<file path="config.mk">
export PLATFORM = sky130hd
export DESIGN_NAME = data_memory_dumper_flat
export DESIGN_NICKNAME = d
export VERILOG_FILES = /design/src/rtl/data_memory_dumper_if.sv /design/src/rtl/data_memory_dumper.sv /design/src/flat_wrapper.sv
export SDC_FILE = /design/constraint.sdc
export NUM_CORES = 1
export LEC_CHECK = 0
export ABC_AREA = 1
export CAP_MARGIN = 20
export CORE_MARGIN = 1.5
export CORE_UTILIZATION = 35
export DETAILED_ROUTE_END_ITERATION = 12
export HOLD_SLACK_MARGIN = 0.15
export PLACE_DENSITY = 0.65
export SYNTH_ARGS = -nofsm -noshare
export SYNTH_HDL_FRONTEND = slang
export SYNTH_SLANG_ARGS = --single-unit
</file>
<file path="constraint.sdc">
create_clock -name clk -period 3.3 [get_ports clk]
set_input_delay 0.33 -clock clk [delete_from_list [all_inputs] [get_ports clk]]
set_output_delay 0.33 -clock clk [all_outputs]
set_load 0.005 [all_outputs]
</file>
<file path="src/rtl/data_memory_dumper_if.sv">
// Bundle of the dumper's handshake signals: start/busy/done control,
// the data memory read port and the UART TX byte handshake.
interface data_memory_dumper_if #(
    parameter int ADDR_W = 11,
    parameter int DATA_W = 16
);
    logic              start;
    logic [ADDR_W-1:0] addr_data;
    logic [DATA_W-1:0] mem_data;
    logic [7:0]        tx_data;
    logic              tx_start;
    logic              tx_done_tick;
    logic              busy;
    logic              done;

    modport master (
        input  start, mem_data, tx_done_tick,
        output addr_data, tx_data, tx_start, busy, done
    );

    modport slave (
        output start, mem_data, tx_done_tick,
        input  addr_data, tx_data, tx_start, busy, done
    );
endinterface

</file>
<file path="src/rtl/data_memory_dumper.sv">
// Debug-unit read master: walks data memory from address 0 to N_WORDS-1 and
// streams every 16-bit word to the UART TX as two bytes, high byte first.
//
// state   | meaning
// IDLE    | waiting for a sampled start request
// READ    | address presented, waiting out the memory read latency
// LATCH   | capture the memory word, launch the high byte
// WAIT_HI | high byte in flight; done tick launches the low byte
// WAIT_LO | low byte in flight; done tick advances the address or finishes
// DONE    | pulse done, drop busy, park the address back at 0
module data_memory_dumper #(
    parameter int ADDR_W  = 11,
    parameter int DATA_W  = 16,
    parameter int N_WORDS = 2048
) (
    input  logic                 clk,
    input  logic                 reset,
    data_memory_dumper_if.master bus
);
    typedef enum logic [2:0] {
        IDLE    = 3'd0,
        READ    = 3'd1,
        LATCH   = 3'd2,
        WAIT_HI = 3'd3,
        WAIT_LO = 3'd4,
        DONE    = 3'd5
    } state_t;

    // Termination is an equality compare, so a full 2^ADDR_W dump never wraps.
    localparam logic [ADDR_W-1:0] LAST_ADDR = ADDR_W'(N_WORDS - 1);

    state_t            state_q, state_d;
    logic              start_q, start_d;
    logic [ADDR_W-1:0] addr_q, addr_d;
    logic [DATA_W-1:0] word_q, word_d;
    logic [7:0]        tx_data_q, tx_data_d;
    logic              tx_start_q, tx_start_d;
    logic              busy_q, busy_d;
    logic              done_q, done_d;

    // State and all registered outputs; every output is driven straight from a flop.
    always_ff @(posedge clk or posedge reset) begin
        if (reset) begin
            state_q    <= IDLE;
            start_q    <= 1'b0;
            addr_q     <= '0;
            word_q     <= '0;
            tx_data_q  <= '0;
            tx_start_q <= 1'b0;
            busy_q     <= 1'b0;
            done_q     <= 1'b0;
        end else begin
            state_q    <= state_d;
            start_q    <= start_d;
            addr_q     <= addr_d;
            word_q     <= word_d;
            tx_data_q  <= tx_data_d;
            tx_start_q <= tx_start_d;
            busy_q     <= busy_d;
            done_q     <= done_d;
        end
    end

    // Next-state decode; done ticks only matter while a byte is in flight.
    always_comb begin
        state_d = state_q;
        case (state_q)
            IDLE:    if (start_q) state_d = READ;
            READ:    state_d = LATCH;
            LATCH:   state_d = WAIT_HI;
            WAIT_HI: if (bus.tx_done_tick) state_d = WAIT_LO;
            WAIT_LO: if (bus.tx_done_tick) state_d = (addr_q == LAST_ADDR) ? DONE : READ;
            DONE:    state_d = IDLE;
            default: state_d = IDLE;
        endcase
    end

    // Next values of the output/datapath registers for each state.
    always_comb begin
        start_d    = 1'b0;
        addr_d     = addr_q;
        word_d     = word_q;
        tx_data_d  = tx_data_q;
        tx_start_d = 1'b0;
        busy_d     = busy_q;
        done_d     = 1'b0;
        case (state_q)
            IDLE: begin
                // start is captured only here, so requests during a dump are dropped
                if (start_q) begin
                    addr_d = '0;
                    busy_d = 1'b1;
                end else begin
                    start_d = bus.start;
                end
            end
            LATCH: begin
                word_d     = bus.mem_data;
                tx_data_d  = bus.mem_data[DATA_W-1 -: 8];
                tx_start_d = 1'b1;
            end
            WAIT_HI: begin
                if (bus.tx_done_tick) begin
                    tx_data_d  = word_q[7:0];
                    tx_start_d = 1'b1;
                end
            end
            WAIT_LO: begin
                if (bus.tx_done_tick && (addr_q != LAST_ADDR)) begin
                    addr_d = addr_q + ADDR_W'(1);
                end
            end
            DONE: begin
                done_d = 1'b1;
                busy_d = 1'b0;
                addr_d = '0;
            end
            default: begin
                busy_d = busy_q;
            end
        endcase
    end

    assign bus.addr_data = addr_q;
    assign bus.tx_data   = tx_data_q;
    assign bus.tx_start  = tx_start_q;
    assign bus.busy      = busy_q;
    assign bus.done      = done_q;
endmodule

</file>
<file path="src/flat_wrapper.sv">
// flat-port wrapper written by rule: the top's interface ports become plain ports
module data_memory_dumper_flat 
#(
    parameter int ADDR_W  = 11,
    parameter int DATA_W  = 16,
    parameter int N_WORDS = 2048
)
  (clk, reset, bus_start, bus_mem_data, bus_tx_done_tick, bus_addr_data, bus_tx_data, bus_tx_start, bus_busy, bus_done);
  data_memory_dumper_if #(.ADDR_W(ADDR_W), .DATA_W(DATA_W)) bus_i ();
  input  logic clk;
  input  logic reset;
  input wire logic [$bits(bus_i.start)-1:0] bus_start;
  input wire logic [$bits(bus_i.mem_data)-1:0] bus_mem_data;
  input wire logic [$bits(bus_i.tx_done_tick)-1:0] bus_tx_done_tick;
  output wire logic [$bits(bus_i.addr_data)-1:0] bus_addr_data;
  output wire logic [$bits(bus_i.tx_data)-1:0] bus_tx_data;
  output wire logic [$bits(bus_i.tx_start)-1:0] bus_tx_start;
  output wire logic [$bits(bus_i.busy)-1:0] bus_busy;
  output wire logic [$bits(bus_i.done)-1:0] bus_done;
  assign bus_i.start = bus_start;
  assign bus_i.mem_data = bus_mem_data;
  assign bus_i.tx_done_tick = bus_tx_done_tick;
  assign bus_addr_data = bus_i.addr_data;
  assign bus_tx_data = bus_i.tx_data;
  assign bus_tx_start = bus_i.tx_start;
  assign bus_busy = bus_i.busy;
  assign bus_done = bus_i.done;
  data_memory_dumper #(.ADDR_W(ADDR_W), .DATA_W(DATA_W), .N_WORDS(N_WORDS)) u_core (.clk(clk), .reset(reset), .bus(bus_i));
endmodule
</file>
==> reports/qor.yml, run 1 <==
floorplanning:
  die_y_um: 73.4
  io_pins: 42
  die_w_um: 73.4
  die-area_um2: 5390
  rows: 25
  initial_core_util_pct: 36.5
  core_area_um2: 4750
logic_synthesis:
  netlist_area_um2: 1730
  synth_seq_cells: 34
  synth_largest_area_cell: "dfrtp_1"
  synth_top_area_share_pct: 49.1
  ys_warn_count: 0
  synthArstFlopShare_pct: 100
  ys_top_cells_by_area: "dfrtp_1 (49%), nand2_1 (9.5%), inv_1 (6.9%)"
  synth_common_cells: "nand2_1 (44), dfrtp_1 (34), inv_1 (32)"
  synth_fp_nets: 226
  ys_types: 31
  yosysMostFrequentCell: "nand2_1"
  synthCells: 205
  synthFlopType: "dfrtp_1"
  synth-edff-count: 0
  synth.avg_cell_area_um2: 8.46
  yosysSeqAreaShare_pct: 49.1
routing:
  drtIter0Drc: 59
  route.detailed.drc: 0
  ant_nets: 0
  vias: 1440
  wl_per_cell_um: 11.2
  drt-pass1-iter-count: 4
  vias_per_cell: 4.56
  drt_wl_total_um: 3550
critical_path:
  cp.arrival_ps: 1860
  worstPathMaxFanout: 18
  cp.required_ps: 3450
  start_kind: "register"
  end_kind: "register"
  path_class: "reg -> reg"
outcome:
  status: "completed"
sta:
  setup_viol: 0
  fmax_mhz: 587
  fin_crit_ps: 1700
  fin_crit_sh_pct: 51.6
  worst_pin_slew_ps: 658
  finalSetupTns_ps: 0
  hold_viol: 0
  slew_headroom_pct: 56.1
  slew_viol_final: 0
  rsz0062_at_grt: "no"
  skew_ps: 6.90
pwr:
  p_total_mw: 1.58
  power_density_nw_per_um2: 692
  p_leak_nw: 1.05
  peakVddDrop_v: 0.000282
global_route:
  grt_use_met1_pct: 19.5
  grt_max_degree: 19
  grt_pass1_wl_um: 6070
  grt_overflow: 0
  first_global_vias: 1347
  antenna_found_initial: 0
  use_met3_pct: 4.25
  grt_usage_pct: 14.7
  grt_use_met2_pct: 23.4
  top_usage_layer: "met2"
final_layout:
  drive_gt1_share_pct: 9.24
  syn_to_final_growth_pct: 31.7
  diodes: 0
  final_nets: 271
cts:
  cts_setup_buffers: 0
  numClockSinks: 34
  cts_root_buf: "clkbuf_8"
  cts_tree: "done"
  cts_buffers: 5
  htree_levels: 2
  clock_latency_ps: 280
  path_clk_slew_ps: 70
  cts_resized: 0
  cts_hold_buffers: 0
  cts.path.max_buffers: 2
run:
  maxCapViolCount: 0
placed_design:
  port_buffers: 41
  post-dp-hpwl_um: 2680
  globalplace.congestion: 0.759
min_path:
  hold_path.class: "in -> async"
[layout by cell type, fill, tap and decap left out]
| cell | n |
|---|---|
| nand3b_2 | 1 |
| o21bai_1 | 2 |
| o21ai_1 | 4 |
| nor2_1 | 12 |
| inv_1 | 32 |
| buf_4 | 1 |
| nand4_1 | 1 |
| nand3_2 | 1 |
| clkbuf_8 | 6 |
| dfrtp_1 | 34 |
| o21ai_4 | 1 |
| nor2_4 | 1 |
| a31oi_1 | 1 |
| nand3_1 | 19 |
| nor2_2 | 3 |
| nand2_4 | 1 |
| nand4_4 | 1 |
| ha_1 | 1 |
| a21oi_1 | 1 |
| o21ai_2 | 3 |
| or2_2 | 2 |
| o211ai_1 | 7 |
| o21a_1 | 6 |
| inv_2 | 2 |
| nand2_1 | 44 |
| o21ai_0 | 14 |
| clkdlybuf4s50_1 | 41 |
| nand3b_1 | 2 |
| or2_0 | 2 |
| clkinv_1 | 1 |
| o22ai_1 | 2 |
[cells by family (layout without fill, tap and decap cells)]
group                      count (synthesis)  in the layout  share of synthesized area [%]
buffers and inverters                     39             83                           9.60
DFF                                       34             34                           49.1
AOI/OAI and AO/OA                         41             41                           15.5
and+or+nand+nor                           90             90                           25.1
adders and majority gates                  1              1                          0.721
[per-layer routing]
layer  wire (um)  up-vias
li1            -      758
met3         139        2
met1        1680      652
met2        1690       28
met4          34        0
met5           0        -
[where the power goes]
group	switching, mW	internal, mW	leakage (nW)	total, mW
Combinational	0.374	0.288	0.577	0.662
Sequential	0.0754	0.552	0.433	0.627
Clock	0.131	0.161	0.0431	0.292
[worst max-delay path: stages, from the launching register on]
cell,delay [ps]
dfrtp_1,440
inv_2,90
nand2_1,100
nor2_2,450
nand4_4,180
nand2_4,210
o21ai_0,120
[flip-flops by register name (all words and copies together), names as in the netlist]
| signal | count |
|---|---|
| u_core.state_q | 3 |
| u_core.word_q | 8 |
| u_core.bus.done | 1 |
| u_core.bus.tx_start | 1 |
| u_core.bus.addr_data | 11 |
| u_core.start_q | 1 |
| u_core.bus.busy | 1 |
| u_core.bus.tx_data | 8 |
[metrics by stage]
| step | area [um2] | cells | setup WS (ps) | utilization, % | hold slack, ps |
|---|---|---|---|---|---|
| after global routing | 2280 | 316 | 1420 | 48.0 | 543 |
| after detailed placement | 2200 | 310 | 1550 | 46.3 | 529 |
| after CTS | 2280 | 316 | 1590 | 48.0 | 474 |
| after floorplan | 1730 | 205 | 1870 | - | 436 |
| final | 2280 | 316 | 1600 | 48.0 | 445 |
| after global placement | 2200 | 310 | 1560 | 46.3 | 525 |
[layout make-up]
class	instances	area [um2]
inverter	35	131
tap	67	83.8
multi-input combinational	132	717
sequential	34	851
fill	470	2470
clock buffer	6	82.6
timing repair buffer	42	418
[path summary, 6_finish.rpt]
path | startpoint | end | slack [ps] | depth (start not counted)
setup / recovery | u_core.state_q[1] | u_core.bus.addr_data[8] | 1600 | 6
hold / removal | reset | u_core.bus.addr_data[5] | 450 | 2
setup reg to reg | u_core.state_q[1] | u_core.bus.addr_data[8] | 1600 | 6
hold reg to reg | u_core.bus.tx_data[2] | u_core.bus.tx_data[2] | 530 | 2
max in group asynchronous | reset | u_core.bus.tx_data[0] | 2160 | 3
min in group clk | u_core.bus.tx_data[2] | u_core.bus.tx_data[2] | 530 | 2
(Power assumes the default switching activity.)
==> run 2: changes to the inputs <==
--- a/config.mk
+++ b/config.mk
@@ -11,7 +11,7 @@
 export CORE_UTILIZATION = 35
 export DETAILED_ROUTE_END_ITERATION = 12
 export HOLD_SLACK_MARGIN = 0.15
-export PLACE_DENSITY = 0.65
+export PLACE_DENSITY = 0.67
 export SYNTH_ARGS = -nofsm -noshare
 export SYNTH_HDL_FRONTEND = slang
 export SYNTH_SLANG_ARGS = --single-unit
==> constraint.sdc (replaced) <==
create_clock -name clk -period 1.4 [get_ports clk]
set_input_delay 0.14 -clock clk [delete_from_list [all_inputs] [get_ports clk]]
set_output_delay 0.14 -clock clk [all_outputs]
set_load 0.005 [all_outputs]
==> run 2 against run 1 <==
Setup slack worse by 1500 ps. Hold slack worse by 250 ps. First-iteration DRC count up 80%. Cell count up 7.3%. Sequential share of layout area down 4.5 points. Cell area up 14%. Core utilization up 6.9 points. Power rose to 2.9 times the previous value. Critical path type is now reg -> out.
==> reports/qor.yml, run 2 (synthesized netlist as in run 1, its figures left out) <==
floorplanning:
  rows: 25
  die_y_um: 73.4
  core_area_um2: 4750
  io_pins: 42
  die-area_um2: 5390
  die_w_um: 73.4
  initial_core_util_pct: 36.5
run:
  maxCapViolCount: 0
routing:
  met2_length_um: 2010
  ant_nets: 0
  route.detailed.drc: 0
  drt-pass1-iter-count: 4
  highest_layer: "met4"
  vias_per_cell: 4.60
  wl_per_cell_um: 11.9
  met1_length_um: 1830
  drt_wl_total_um: 4030
  wl_met3_um: 147
  vias: 1561
  drtIter0Drc: 106
outcome:
  status: "completed"
critical_path:
  path_delay_family: "buffers and inverters"
  worstPathMaxFanout: 4
  critPathSlowestCell: "clkdlybuf4s50_1"
  path_cells: "clkdlybuf4s50_1"
  cp.required_ps: 1260
  path_buf_inv: 1
  end_kind: "primary output"
  start_kind: "register"
  path_class: "reg -> out"
  cp.arrival_ps: 1210
  reg2reg_setup_slack_ps: 50
  max_stage_delay_ps: 520
sta:
  rsz0062_at_grt: "yes"
  setup_viol: 0
  skew_ps: 12.0
  slew_headroom_pct: 80.9
  fin_crit_ps: 1350
  worst_slack_ps: 47.5
  slew_viol_final: 0
  worst_pin_slew_ps: 285
  fmax_mhz: 739
  fin_crit_sh_pct: 96.6
  hold_viol: 0
cts:
  path_clk_slew_ps: 80
  clock_latency_ps: 290
  cts_root_buf: "clkbuf_8"
  cts.path.max_buffers: 2
  htree_levels: 2
  cts_hold_buffers: 0
  cts_tree: "done"
  numClockSinks: 34
  cts_buffers: 5
global_route:
  grt_usage_pct: 16.1
  grt_max_degree: 35
  antenna_found_initial: 0
  grt_pass1_wl_um: 6690
  first_global_vias: 1548
  grt_overflow: 0
final_layout:
  diodes: 0
  final_nets: 292
  largest_reg_flops: 11
  fin_area_um2: 2610
  final_common_cell: "nand2_1"
  seq_area_um2: 857
  syn_to_final_growth_pct: 50.6
  finalNonFillerCells: 339
  nFillCells: 453
  final_cell_mix: "nand2_1 (43), clkdlybuf4s50_1 (32), inv_1 (30)"
  drive_gt1_share_pct: 21.7
  multiInputGateArea_um2: 778
pwr:
  p_total_mw: 4.60
  power_density_nw_per_um2: 1760
  peakVddDrop_v: 0.000932
  p_leak_nw: 1.31
placed_design:
  pre_cts_ws_ps: -18.1
  dpl.cell_count: 327
  globalplace.congestion: 0.846
  post-dp-hpwl_um: 2800
  port_buffers: 41
  place_area_um2: 2370
min_path:
  hold_path.class: "in -> async"
-- run 2: layer usage --
layer	GRT usage, %	up-vias
met3	3.70	5
met5	0	-
met1	20.0	731
met4	5.56	0
met2	27.6	32
li1	-	793
-- run 2: where the power goes --
part	internal, mW	total (mW)	switching, mW
Combinational	0.968	2.00	1.04
Clock	0.713	1.09	0.379
Sequential	1.31	1.50	0.195
-- run 2: final timing paths --
| path | from | endpoint | cells past startpoint |
|---|---|---|---|
| max | u_core.bus.addr_data[10] | bus_addr_data[10] | 1 |
| min in group clk | bus_start | u_core.start_q | 3 |
| min reg2reg | u_core.bus.busy | u_core.bus.busy | 2 |
| min | reset | u_core.bus.addr_data[2] | 3 |
| max in group asynchronous | reset | u_core.bus.addr_data[10] | 3 |
| max reg2reg | u_core.state_q[1] | u_core.bus.addr_data[9] | 6 |
-- run 2: final cells by class --
type | count | area share (%)
clock buffer | 5 | 2.63
inverter | 35 | 5.03
multi-input combinational | 132 | 29.8
clock inverter | 3 | 2.63
sequential | 34 | 32.8
tap | 67 | 3.21
timing repair buffer | 63 | 23.9
-- run 2: what timing repair did --
item	4_1_cts	5_1_grt
pin swaps	0	3
setup buffers	1	3
setup endpoints to repair	10	27
gates resized for setup	7	22
-- run 2: metrics by stage --
stage,hold slack (ps),TNS (ps),utilization (%)
5_1_grt,238,-267,54.9
6_report,193,0,54.9
3_3_place_gp,514,0,49.9
3_5_place_dp,501,-20.7,49.9
4_1_cts,198,0,53.1
2_1_floorplan,246,-81.9,-
